**config.mk**
```make
export PLATFORM = sky130hd
export DESIGN_NAME = multicycle_controller
export DESIGN_NICKNAME = d
export VERILOG_FILES = /design/src/rtl/multicycle_controller.sv
export SDC_FILE = /design/constraint.sdc
export NUM_CORES = 1
export LEC_CHECK = 0
export ABC_CLOCK_PERIOD_IN_PS = 4910
export CORE_MARGIN = 4
export CORE_UTILIZATION = 39
export DETAILED_ROUTE_END_ITERATION = 8
export GPL_ROUTABILITY_DRIVEN = 1
export PLACE_DENSITY = 0.94
export SLEW_MARGIN = 20
export SYNTH_ARGS = -nofsm -noshare
export SYNTH_HDL_FRONTEND = slang
export SYNTH_SLANG_ARGS = --single-unit
```
**constraint.sdc**
```tcl
create_clock -name clk -period 4.91 [get_ports clk]
set_input_delay 0.7365 -clock clk [delete_from_list [all_inputs] [get_ports clk]]
set_output_delay 0.7365 -clock clk [all_outputs]
set_load 0.005 [all_outputs]
```
**src/rtl/multicycle_controller.sv**
```systemverilog
// Multicycle MIPS control FSM: sequences fetch/decode/execute/memory/writeback
// and drives datapath selects, write enables and ALU operation each state.
module multicycle_controller (
    input  logic       clk,
    input  logic       rst_n,
    input  logic [5:0] opcode,
    input  logic [5:0] funct,
    input  logic       mem_ready,
    output logic       iord,
    output logic       irwrite,
    output logic       pcwrite,
    output logic       branch,
    output logic [1:0] pcsrc,
    output logic       alusrca,
    output logic [1:0] alusrcb,
    output logic [2:0] alucontrol,
    output logic       memwrite,
    output logic       regwrite,
    output logic       regdst,
    output logic       memtoreg,
    output logic       illegal,
    output logic [3:0] state
);

    typedef enum logic [3:0] {
        S_FETCH    = 4'd0,
        S_DECODE   = 4'd1,
        S_MEMADR   = 4'd2,
        S_MEMRD    = 4'd3,
        S_MEMWB    = 4'd4,
        S_MEMWR    = 4'd5,
        S_EXECUTE  = 4'd6,
        S_ALUWB    = 4'd7,
        S_BRANCH   = 4'd8,
        S_ADDIEXEC = 4'd9,
        S_ADDIWB   = 4'd10,
        S_JUMP     = 4'd11
    } state_t;

    localparam logic [5:0] OP_RTYPE = 6'b000000;
    localparam logic [5:0] OP_LW    = 6'b100011;
    localparam logic [5:0] OP_SW    = 6'b101011;
    localparam logic [5:0] OP_BEQ   = 6'b000100;
    localparam logic [5:0] OP_ADDI  = 6'b001000;
    localparam logic [5:0] OP_J     = 6'b000010;

    localparam logic [2:0] ALU_ADD = 3'b010;
    localparam logic [2:0] ALU_SUB = 3'b110;
    localparam logic [2:0] ALU_AND = 3'b000;
    localparam logic [2:0] ALU_OR  = 3'b001;
    localparam logic [2:0] ALU_SLT = 3'b111;

    state_t     state_q, state_d;
    logic       funct_ok;
    logic [2:0] funct_alu;

    always_ff @(posedge clk or negedge rst_n) begin
        if (!rst_n) state_q <= S_FETCH;
        else        state_q <= state_d;
    end

    assign state = state_q;

    // Funct decode shared by DECODE (legality) and EXECUTE (ALU op)
    always_comb begin
        funct_ok  = 1'b1;
        funct_alu = ALU_ADD;
        case (funct)
            6'b100000: funct_alu = ALU_ADD;
            6'b100010: funct_alu = ALU_SUB;
            6'b100100: funct_alu = ALU_AND;
            6'b100101: funct_alu = ALU_OR;
            6'b101010: funct_alu = ALU_SLT;
            default:   funct_ok  = 1'b0;
        endcase
    end

    always_comb begin
        state_d    = S_FETCH;
        iord       = 1'b0;
        irwrite    = 1'b0;
        pcwrite    = 1'b0;
        branch     = 1'b0;
        pcsrc      = 2'b00;
        alusrca    = 1'b0;
        alusrcb    = 2'b00;
        alucontrol = ALU_ADD;
        memwrite   = 1'b0;
        regwrite   = 1'b0;
        regdst     = 1'b0;
        memtoreg   = 1'b0;
        illegal    = 1'b0;
        case (state_q)
            S_FETCH: begin
                alusrcb = 2'b01;
                // Gated by rst_n so no IR/PC load can slip through during reset
                irwrite = mem_ready & rst_n;
                pcwrite = mem_ready & rst_n;
                state_d = mem_ready ? S_DECODE : S_FETCH;
            end
            S_DECODE: begin
                alusrcb = 2'b11;
                case (opcode)
                    OP_LW, OP_SW: state_d = S_MEMADR;
                    OP_RTYPE: begin
                        if (funct_ok) state_d = S_EXECUTE;
                        else          illegal = 1'b1;
                    end
                    OP_BEQ:  state_d = S_BRANCH;
                    OP_ADDI: state_d = S_ADDIEXEC;
                    OP_J:    state_d = S_JUMP;
                    default: illegal = 1'b1;
                endcase
            end
            S_MEMADR: begin
                alusrca = 1'b1;
                alusrcb = 2'b10;
                state_d = (opcode == OP_SW) ? S_MEMWR : S_MEMRD;
            end
            S_MEMRD: begin
                iord    = 1'b1;
                state_d = mem_ready ? S_MEMWB : S_MEMRD;
            end
            S_MEMWB: begin
                regwrite = 1'b1;
                memtoreg = 1'b1;
            end
            S_MEMWR: begin
                iord     = 1'b1;
                memwrite = 1'b1;
                state_d  = mem_ready ? S_FETCH : S_MEMWR;
            end
            S_EXECUTE: begin
                alusrca    = 1'b1;
                alucontrol = funct_alu;
                state_d    = S_ALUWB;
            end
            S_ALUWB: begin
                regwrite = 1'b1;
                regdst   = 1'b1;
            end
            S_BRANCH: begin
                alusrca    = 1'b1;
                alucontrol = ALU_SUB;
                pcsrc      = 2'b01;
                branch     = 1'b1;
            end
            S_ADDIEXEC: begin
                alusrca = 1'b1;
                alusrcb = 2'b10;
                state_d = S_ADDIWB;
            end
            S_ADDIWB: regwrite = 1'b1;
            S_JUMP: begin
                pcsrc   = 2'b10;
                pcwrite = 1'b1;
            end
            default: state_d = S_FETCH;
        endcase
    end

endmodule

```
### Word-level counts from Yosys, hierarchy flattened

Index checks and enable logic that the tools add are counted.

| storage, ports and cells | value |
|---|---|
| input bits | 15 |
| bits in registers | 4 |
| output and inout port bits | 21 |

| operators by class | value |
|---|---|
| equality and inequality tests | 21 |
| reduce and logical (&&, ||, !) cells | 9 |
| mux-type cells | 24 |
| bitwise operators | 1 |

Operator list:

| kind | count |
|---|---|
| == test 6 bit (second input constant) | 7 |
| case mux 4 bit (7 select lines) | 1 |
| case mux 4 bit (5 select lines) | 1 |
| == test 4 x 3 -> 1 bit (second input constant) | 4 |
| == test 4 bit (second input constant) | 4 |
| 2-to-1 mux 1 bit | 12 |
| 2-to-1 mux 3 bit | 4 |
| case mux 3 bit (4 select lines) | 1 |
| OR reduction 5 bit | 2 |
| == test 4 x 2 -> 1 bit (second input constant) | 2 |
| == test 6 x 2 -> 1 bit (second input constant) | 1 |
| == test 6 x 3 -> 1 bit (second input constant) | 1 |
| == test 6 x 4 -> 1 bit (second input constant) | 1 |
| logical NOT 6 bit | 1 |
| case mux 2 bit (3 select lines) | 1 |
| case mux 3 bit (2 select lines) | 1 |
| OR reduction 2 bit | 3 |
| == test 4 x 1 -> 1 bit (second input constant) | 1 |
| logical NOT 4 bit | 1 |
| case mux 1 bit (2 select lines) | 2 |
| case mux 2 bit (2 select lines) | 1 |
| OR reduction 4 bit | 1 |
| OR reduction 3 bit | 1 |
| bitwise AND 1 bit | 1 |

### Longest topological paths before layout

Gate-level depths: netlist (run 1).

| logic depth | value |
|---|---|
| word-level depth | 6 |
| depth in mapped cells | 6 |
| gate-level depth less buffers | 4 |

### Worst setup path before layout (run 1)

No wires, ideal clock.

| path | value |
|---|---|
| path kind | input port to output port |
| start point | input funct[4] |
| end point | output alucontrol[1] |
| cell stages on the path | 3 |
| path slack | 2.454 ns |
| arrival time | 1.720 ns |
| data required time | 4.174 ns |
| cells stage by stage | nand2b_1 or3_4 or4b_1 |

| on the way | value |
|---|---|
| cells in the longest elaborated chain, start to end | 3 |
| elaborated cells on any way between the ends | 6 |

Ends and longest elaborated chain:

| element | RTL line | source |
|---|---|---|
| start: declaration | 7 | `input logic [5:0] funct,` |
| == test 6 bit | 68 | `case (funct)` |
| case mux 3 bit (4 select lines) * | 68 |  |
| case mux 3 bit (2 select lines) * | 93 | `case (state_q)` |
| end: declaration | 16 | `output logic [2:0] alucontrol,` |

Every way passes the cells marked *; elsewhere a longest branch is shown, timed or not.

### Worst setup path after layout (run 1)

| path | value |
|---|---|
| start point | input opcode[5] |
| end point | output illegal |

| on the way | value |
|---|---|
| cells in the longest elaborated chain, start to end | 4 |
| elaborated cells on any way between the ends | 9 |

Ends and longest elaborated chain:

| element | RTL line | source |
|---|---|---|
| start: declaration | 6 | `input logic [5:0] opcode,` |
| == test 6 bit, or another cell as far along | 103 | `case (opcode)` |
| OR reduction 5 bit (no source line) | n/a |  |
| case mux 1 bit (2 select lines) * | 103 |  |
| 2-to-1 mux 1 bit * | 93 |  |
| end: declaration | 21 | `output logic illegal,` |

Marks and branches as above.

==> results.yml, run 1 <==
outcome:
  outcome: "finished, final reports clean"
die:
  die_h_um: 47.0
  rows: 13
  core-area_mm2: 0.00137
  dieArea_mm2: 0.00221
  pin_count: 36
  die_w_um: 47.0
  initial_core_util_pct: 43.4
yosys:
  synth.distinct_cells: 38
  synth_top_area_cell: "dfrtp_1"
  synthXorXnorAreaFrac_pct: 2.95
  yosys.area_share.simple_pct: 43.9
  syn_nets: 97
  syn_avg_cell_area_um2: 7.23
  ys_seq_area_share_pct: 16.9
  synthCells: 82
  yosys_warnings: 0
  ys_seq_elements: 4
  yosysTopAreaCellShare_pct: 16.9
  synth_compound_area_share_pct: 23.4
  ys.flop_type: "dfrtp_1"
  synth_top_family_by_area: "simple AND/OR/NAND/NOR gates"
  synthAdderAreaFrac_pct: 0
  synth-edff-count: 0
  synth.area.top_cells: "dfrtp_1, nor2_1, nor3_1"
  syn_area_um2: 593
  yosys-mux-area-fraction_pct: 1.90
  async_flop_share_pct: 100
critical_path:
  crit_start: "opcode[5]"
  cp_slowest_cell: "or4_1"
  critPathMaxFanout: 7
  critical_path.startpoint_type: "input pin"
  reg2reg_from: "state[1]"
  worst_path_most_repeated_cell: "clkdlybuf4s50_1"
  reg2reg_depth: 4
  cp_data_arrival_time_ns: 2.66
  endpoint_kind: "output pin"
  worstSetupPathType: "input pin to output pin"
  ff2ff_setup_slack_ns: 3.34
  max_stage_delay_ns: 0.59
  worstSetupEndpoint: "illegal"
  r2r-end: "state[2]"
  worstPathCellList: "clkdlybuf4s50_1 > or4_1 > nor2_1 > o21ai_0 > o2111a_1 > clkdlybuf4s50_1"
  required_ns: 4.17
pwr:
  p_sw_share_pct: 39.0
  power.internal_w: 0.000184
  seq_power_share_pct: 24.0
  p_leak_nw: 0.351
  finalPower_w: 0.000302
  power.ir.vdd_worst_uv: 182
  clkPwrFrac_pct: 14.0
  comb_power_share_pct: 62.0
  power.density_mw_per_mm2: 319
  p_switching_w: 0.000118
final_layout:
  final_core_util_pct: 69.3
  largest_reg_flops: 4
  drive_gt1_share_pct: 7.02
  area_growth_pct: 59.7
  n_antenna_cell: 0
  layout.nets: 131
  final_cells: 129
drt:
  wl_mm: 1.61
  dr_total_vias: 747
  drc: 0
  drt.antenna.violating_nets: 0
  first_pass_iters: 4
  viasPerCell: 5.79
  drtIter0Drc: 16
  wire_per_inst_um: 12.5
place:
  port_buffers: 35
  place_inst: 126
  gp_congestion: 0.858
  pre_cts_ws_ns: 1.54
  dp_hpwl_mm: 1.32
clock_network:
  cts_setup_buffers: 0
  hold_buffers: 0
  cts-buffers-inserted: 3
  clock_latency_ns: 0.24
  htreeDepth: 1
  cts_resized: 0
  root_buffer: "clkbuf_4"
  cts_tree: "built"
  clk_path_buf_depth: 2
  cts.sinks: 4
  clk_pin_slew_ns: 0.04
flow_run:
  max_cap_viol_count: 0
global_route:
  grt_use_total_pct: 16.1
  antenna_found_initial: 0
  grt_pass1_wl_mm: 2.66
  grt_max_degree: 15
  grt_pass1_vias: 652
  grt-ovfl-total: 0
sta:
  fin_skew_ns: 0.00432
  finalSetupViolations: 0
  maxSlewViolCount: 0
  finalHoldViolCount: 0
  tns_ns: 0
  fin_crit_sh_pct: 69.2
  max_clock_freq_mhz: 294
  fin_ws_ns: 1.51
  maxSlewHeadroom_pct: 66.6
  rsz0062_at_grt: "no"
  worst_slew_pin_slew_ns: 0.502
  layout_min_cycle_time_ns: 3.40
hold_path:
  hold_class: "input pin to async pin"
==> worst max-delay path, delay by kind of cell <==
family	cells	cell delay, ns
compound gates	2	0.25
simple gates	2	0.73
buf+inv	2	0.95
==> cells by family (layout without fill, tap and decap cells) <==
kind of cell | count (synthesis) | in the layout
xor+xnor | 2 | 2
compound gates | 20 | 20
simple gates | 45 | 45
flops | 4 | 4
mux | 1 | 1
buf+inv | 10 | 42
==> cell type report <==
type,count,area (um2)
inverters,4,27.5
fillers,103,419
multi-input cells,68,428
well taps,15,18.8
repair buffers,35,350
clock buffers,3,22.5
flip-flops and latches,4,100
==> layout by cell type, fill, tap and decap left out, types with 2 or more instances in the layout <==
master            n
and3_1            2
a221oi_1          2
a21o_1            2
or2_1             2
clkbuf_4          3
o21ai_0           4
nor2_1           10
nand2_1           5
nand2b_1          2
nor4_1            3
a21oi_1           3
a31oi_1           2
clkdlybuf4s50_1  35
nand3_1           2
nor3_1            7
nor2b_1           3
dfrtp_1           4
o21ai_1           2
inv_1             3
==> Yosys cell counts, types with 3 or more instances <==
library cell	n
a21oi_1	3
clkbuf_1	3
dfrtp_1	4
inv_1	3
nand2_1	5
nor2_1	10
nor2b_1	3
nor3_1	7
nor4_1	3
o21ai_0	4
==> stage by stage <==
step                instance area (um2)  hold WS (ns)
global route                        947         0.730
floorplan                           593         0.441
CTS                                 947         0.711
global placement                    925         0.720
finish                              947         0.704
detailed placement                  925         0.713
==> power groups by stage <==
stage	logic, W	registers (W)	clock network (W)
finish	0.000187	0.0000726	0.0000423
global route	0.000208	0.0000754	0.0000432
CTS	0.000189	0.0000722	0.0000423
detailed placement	0.000188	0.0000728	0
global placement	0.000184	0.0000727	0
floorplan	0.000116	0.0000519	0
==> worst min path at each step <==
stage                     startpoint       end  cells after the start
after floorplan                rst_n  state[0]                      0
after global routing           rst_n  state[0]                      1
after global placement      state[3]  state[0]                      1
after CTS                      rst_n  state[3]                      1
final                          rst_n  state[3]                      1
after detailed placement    state[3]  state[0]                      1
==> routing by layer <==
layer | up-vias | GRT usage (%) | routed length, um
li1 | 367 | - | -
met1 | 337 | 20.9 | 639
met2 | 37 | 27.4 | 767
met3 | 6 | 0.383 | 177
met4 | 0 | 7.73 | 28
met5 | - | 0 | 0
Power figures use the tool's default switching activity.
==> run 2, diff against run 1 <==
--- a/config.mk
+++ b/config.mk
@@ -5,12 +5,12 @@
 export SDC_FILE = /design/constraint.sdc
 export NUM_CORES = 1
 export LEC_CHECK = 0
-export ABC_CLOCK_PERIOD_IN_PS = 4910
+export ABC_CLOCK_PERIOD_IN_PS = 2850
 export CORE_MARGIN = 4
-export CORE_UTILIZATION = 39
+export CORE_UTILIZATION = 33
 export DETAILED_ROUTE_END_ITERATION = 8
 export GPL_ROUTABILITY_DRIVEN = 1
-export PLACE_DENSITY = 0.94
+export PLACE_DENSITY = 0.85
 export SLEW_MARGIN = 20
 export SYNTH_ARGS = -nofsm -noshare
 export SYNTH_HDL_FRONTEND = slang
==> constraint.sdc (replaced) <==
create_clock -name clk -period 2.85 [get_ports clk]
set_input_delay 0.4275 -clock clk [delete_from_list [all_inputs] [get_ports clk]]
set_output_delay 0.4275 -clock clk [all_outputs]
set_load 0.005 [all_outputs]
==> run 2 against run 1 <==
Net effect:
- count of clock-buffer cells in the layout did not move
- sequential share of layout area is 0.68 points lower
- largest power group unchanged
- sequential power increased by 22%
==> results.yml, run 2 (synthesis results as in run 1) <==
place:
  gp_congestion: 0.749
  port_buffers: 35
  dp_hpwl_mm: 1.62
  pre_cts_ws_ns: 0.154
  place_inst: 143
clock_network:
  clock_latency_ns: 0.24
  cts_resized: 0
  cts_tree: "built"
  root_buffer: "clkbuf_4"
  clk_pin_slew_ns: 0.04
  cts_setup_buffers: 0
  hold_buffers: 0
  htreeDepth: 1
  clk_path_buf_depth: 2
  cts.sinks: 4
  cts-buffers-inserted: 3
critical_path:
  critPathMaxFanout: 9
  cp_data_arrival_time_ns: 2.27
  path_buf_inv: 2
  critical_path.startpoint_type: "register"
  endpoint_kind: "output pin"
  crit_family: "simple AND/OR/NAND/NOR gates"
  reg2reg_from: "state[1]"
  worstSetupPathType: "register to output pin"
  worstPathCellList: "clkinv_8 > nand2_4 > or3_4 > or4b_1 > clkdlybuf4s50_1"
  r2r-end: "state[2]"
  max_stage_delay_ns: 0.53
  cp_slowest_cell: "dfrtp_1"
  required_ns: 2.42
  reg2reg_depth: 5
  ff2ff_setup_slack_ns: 1.31
  crit_start: "state[3]"
sta:
  finalSetupViolations: 0
  max_clock_freq_mhz: 371
  fin_crit_sh_pct: 94.5
  rsz0062_at_grt: "no"
  worst_slew_pin_slew_ns: 0.460
  layout_min_cycle_time_ns: 2.69
  maxSlewViolCount: 0
  tns_ns: 0
  maxSlewHeadroom_pct: 69.3
  fin_skew_ns: 0.00714
  fin_ws_ns: 0.157
  finalHoldViolCount: 0
final_layout:
  mostFrequentLayoutCell: "clkdlybuf4s50_1"
  final_cells: 146
  layout_common_cells: "clkdlybuf4s50_1, nor2_1, nor3_1, buf_4, nand2_1"
  drive_gt1_share_pct: 12.4
  largest_reg_flops: 4
  n_antenna_cell: 0
  area_growth_pct: 70.7
  multi_input_area_um2: 428
  fillers: 157
  final-seq-area_um2: 100
  final_core_util_pct: 59.3
  layout.nets: 138
die:
  die_w_um: 50.4
  core-area_mm2: 0.00171
  initial_core_util_pct: 34.7
  rows: 15
  pin_count: 36
  die_h_um: 50.4
  dieArea_mm2: 0.00254
pwr:
  p_leak_nw: 0.387
  p_switching_w: 0.000220
  power.ir.vdd_worst_uv: 274
  power.density_mw_per_mm2: 554
  clkPwrFrac_pct: 13.1
  seq_power_share_pct: 15.8
  power.internal_w: 0.000340
  p_sw_share_pct: 39.3
  comb_power_share_pct: 71.1
global_route:
  grt_use_total_pct: 16.1
  grtUsageMet3_pct: 1.48
  use_met2_pct: 26.5
  grt_use_met1_pct: 20.1
  grt_max_degree: 14
  grt_pass1_wl_mm: 3.18
  grt-ovfl-total: 0
  grt_pass1_vias: 729
  antenna_found_initial: 0
  gr-max-usage-layer: "met2"
flow_run:
  max_cap_viol_count: 0
drt:
  drc: 0
  wl_mm: 1.95
  drtIter0Drc: 19
  dr_total_vias: 769
  first_pass_iters: 4
  viasPerCell: 5.27
  wire_per_inst_um: 13.4
  drt.antenna.violating_nets: 0
outcome:
  outcome: "finished, final reports clean"
hold_path:
  hold_class: "input pin to async pin"
run 2: cell count changes in the layout (fill, tap and decap cells not counted), sizes merged:
cell  delta
buf      +7
run 2: through the flow:
step | hold WS (ns) | cell area (um2) | total power [W]
after CTS | 0.403 | 1010 | 0.000565
after global routing | 0.412 | 1010 | 0.000604
after detailed placement | 0.658 | 990 | 0.000490
final | 0.402 | 1010 | 0.000560
after global placement | 0.653 | 990 | 0.000480
after floorplan | 0.132 | 593 | 0.000290
run 2: worst reg2reg max path, cell delays in order, from the launching register on:
cell and delay (ns):
dfrtp_1 0.38, buf_4 0.20, nand2b_1 0.36, o21ai_1 0.10, a221oi_1 0.26, a21oi_1 0.10
run 2: area by class of cell:
type                       count  share of cell area [%]
tap                           25                    3.09
timing repair buffer          42                    39.8
multi-input combinational     68                    42.3
clock buffer                   3                    2.22
inverter                       4                    2.72
sequential                     4                    9.89
run 2: routing by layer:
layer / routed length, um / up-vias / share of wire (%)
li1: - / 380 / -
met1: 760 / 354 / 39
met2: 1020 / 31 / 52
met3: 120 / 4 / 6.2
met4: 48 / 0 / 2.5
met5: 0 / - / 0
run 2: worst max path at each step:
stage | slack (ns) | cells past startpoint | endpoint
floorplan | 0.93 | 5 | alucontrol[1]
global placement | 0.17 | 5 | alucontrol[1]
detailed placement | 0.15 | 5 | alucontrol[1]
CTS | 0.14 | 6 | illegal
global route | 0.04 | 6 | illegal
finish | 0.16 | 5 | alucontrol[1]
run 2: power by group through the flow:
stage                     Sequential, W   Clock, W  Combinational (W)
after floorplan               0.0000895          0           0.000200
after global placement        0.0000886          0           0.000391
after detailed placement      0.0000894          0           0.000400
after CTS                     0.0000886  0.0000754           0.000401
after global routing          0.0000897  0.0000815           0.000433
final                         0.0000884  0.0000736           0.000398
==> run 3, diff against run 2 <==
--- a/config.mk
+++ b/config.mk
@@ -10,7 +10,7 @@
 export CORE_UTILIZATION = 33
 export DETAILED_ROUTE_END_ITERATION = 8
 export GPL_ROUTABILITY_DRIVEN = 1
-export PLACE_DENSITY = 0.85
+export PLACE_DENSITY = 0.84
 export SLEW_MARGIN = 20
 export SYNTH_ARGS = -nofsm -noshare
 export SYNTH_HDL_FRONTEND = slang
==> run 3 against run 2 <==
Net effect:
- critical path depth is the same
- first-iteration DRC count unchanged
- critical endpoint unchanged
- final cell count did not move
- largest power group unchanged
- count of clock-buffer cells in the layout unchanged
==> results.yml, run 3 (synthesis results as in run 1) <==
critical_path:
  cp_slowest_cell: "or4b_1"
  ff2ff_setup_slack_ns: 1.44
  max_stage_delay_ns: 0.47
  critical_path.startpoint_type: "input pin"
  r2r-end: "state[2]"
  reg2reg_from: "state[0]"
  required_ns: 2.42
  reg2reg_depth: 5
  cp_data_arrival_time_ns: 2.31
  endpoint_kind: "output pin"
  worstSetupPathType: "input pin to output pin"
  critPathMaxFanout: 3
  worst_path_most_repeated_cell: "clkdlybuf4s50_1"
  worstPathCellList: "clkdlybuf4s50_1 > nand2b_1 > or3_4 > or4b_1 > clkdlybuf4s50_1"
place:
  port_buffers: 35
  gp_congestion: 0.814
  pre_cts_ws_ns: 0.132
  dp_hpwl_mm: 1.54
  place_inst: 143
outcome:
  outcome: "finished, final reports clean"
drt:
  wire_per_inst_um: 12.9
  viasPerCell: 5.18
  wl_mm: 1.88
  first_pass_iters: 4
  drc: 0
  drtIter0Drc: 19
  dr_total_vias: 756
  drt.antenna.violating_nets: 0
global_route:
  grt_max_degree: 14
  grt_use_met1_pct: 18.7
  gr-max-usage-layer: "met2"
  grt-ovfl-total: 0
  use_met2_pct: 28.0
  grtUsageMet3_pct: 1.19
  grt_use_total_pct: 15.4
  antenna_found_initial: 0
  grt_pass1_wl_mm: 3.11
  grt_pass1_vias: 743
clock_network:
  cts_tree: "built"
  cts-buffers-inserted: 3
  hold_buffers: 0
  clk_path_buf_depth: 2
  cts_resized: 0
  root_buffer: "clkbuf_4"
  clk_pin_slew_ns: 0.04
  clock_latency_ns: 0.23
  cts.sinks: 4
  htreeDepth: 1
  cts_setup_buffers: 0
die:
  dieArea_mm2: 0.00254
  die_w_um: 50.4
  rows: 15
  core-area_mm2: 0.00171
  initial_core_util_pct: 34.7
  pin_count: 36
  die_h_um: 50.4
final_layout:
  final_core_util_pct: 59.3
  area_growth_pct: 70.7
  largest_reg_flops: 4
  drive_gt1_share_pct: 12.4
  mostFrequentLayoutCell: "clkdlybuf4s50_1"
  n_antenna_cell: 0
  layout_common_cells: "clkdlybuf4s50_1, nor2_1, nor3_1, buf_4, nand2_1"
  layout.nets: 138
  final_cells: 146
sta:
  maxSlewViolCount: 0
  finalHoldViolCount: 0
  worst_slew_pin_slew_ns: 0.453
  fin_skew_ns: 0.00223
  max_clock_freq_mhz: 365
  finalSetupViolations: 0
  fin_ws_ns: 0.111
  fin_crit_sh_pct: 96.1
  hold_slack_ns: 0.409
  layout_min_cycle_time_ns: 2.74
  rsz0062_at_grt: "no"
  tns_ns: 0
  maxSlewHeadroom_pct: 69.8
hold_path:
  hold_class: "input pin to async pin"
flow_run:
  max_cap_viol_count: 0
pwr:
  power.ir.vdd_worst_uv: 267
  power.density_mw_per_mm2: 543
  p_leak_nw: 0.387
## run 3: cell counts in the layout (fill, tap and decap cells not counted)
Identical to the previous run, type by type.
## run 3: final cells by class
cell class | count | area (um2)
Clock buffer | 3 | 22.5
Fill cell | 168 | 696
Inverter | 4 | 27.5
Multi-Input combinational cell | 68 | 428
Sequential cell | 4 | 100
Tap cell | 25 | 31.3
Timing Repair Buffer | 42 | 403
## run 3: stage by stage
step | instance area, um2 | power (W)
finish | 1010 | 0.000550
global route | 1010 | 0.000594
CTS | 1010 | 0.000556
detailed placement | 990 | 0.000481
global placement | 990 | 0.000475
floorplan | 593 | 0.000290
## run 3: power breakdown
group	switching (W)	leakage (nW)	internal [W]
Sequential	0.0000161	0.0536	0.0000727
Clock	0.0000219	0.0138	0.0000470
Combinational	0.000172	0.319	0.000220
Total	0.000210	0.387	0.000340
## run 3: how the worst max path moves through the flow
stage | start | endpoint | slack [ns] | cells after the start
after global placement | funct[4] | alucontrol[1] | 0.17 | 5
final | funct[4] | alucontrol[1] | 0.11 | 5
after floorplan | state[3] | alucontrol[1] | 0.93 | 5
after CTS | funct[4] | alucontrol[1] | 0.13 | 5
after detailed placement | funct[4] | alucontrol[1] | 0.13 | 5
after global routing | funct[2] | illegal | 0.05 | 6
## run 3: critical path: cells and delay by family
kind | cells | cell delay [ns]
AND/OR/NAND/NOR | 3 | 1.02
buffers and inverters | 2 | 0.87
## run 3: metal layers
layer / part of all wire, % / up-vias
met5: 0 / -
met4: 1.0 / 0
met3: 6.2 / 4
met2: 49 / 36
met1: 43 / 335
li1: - / 381
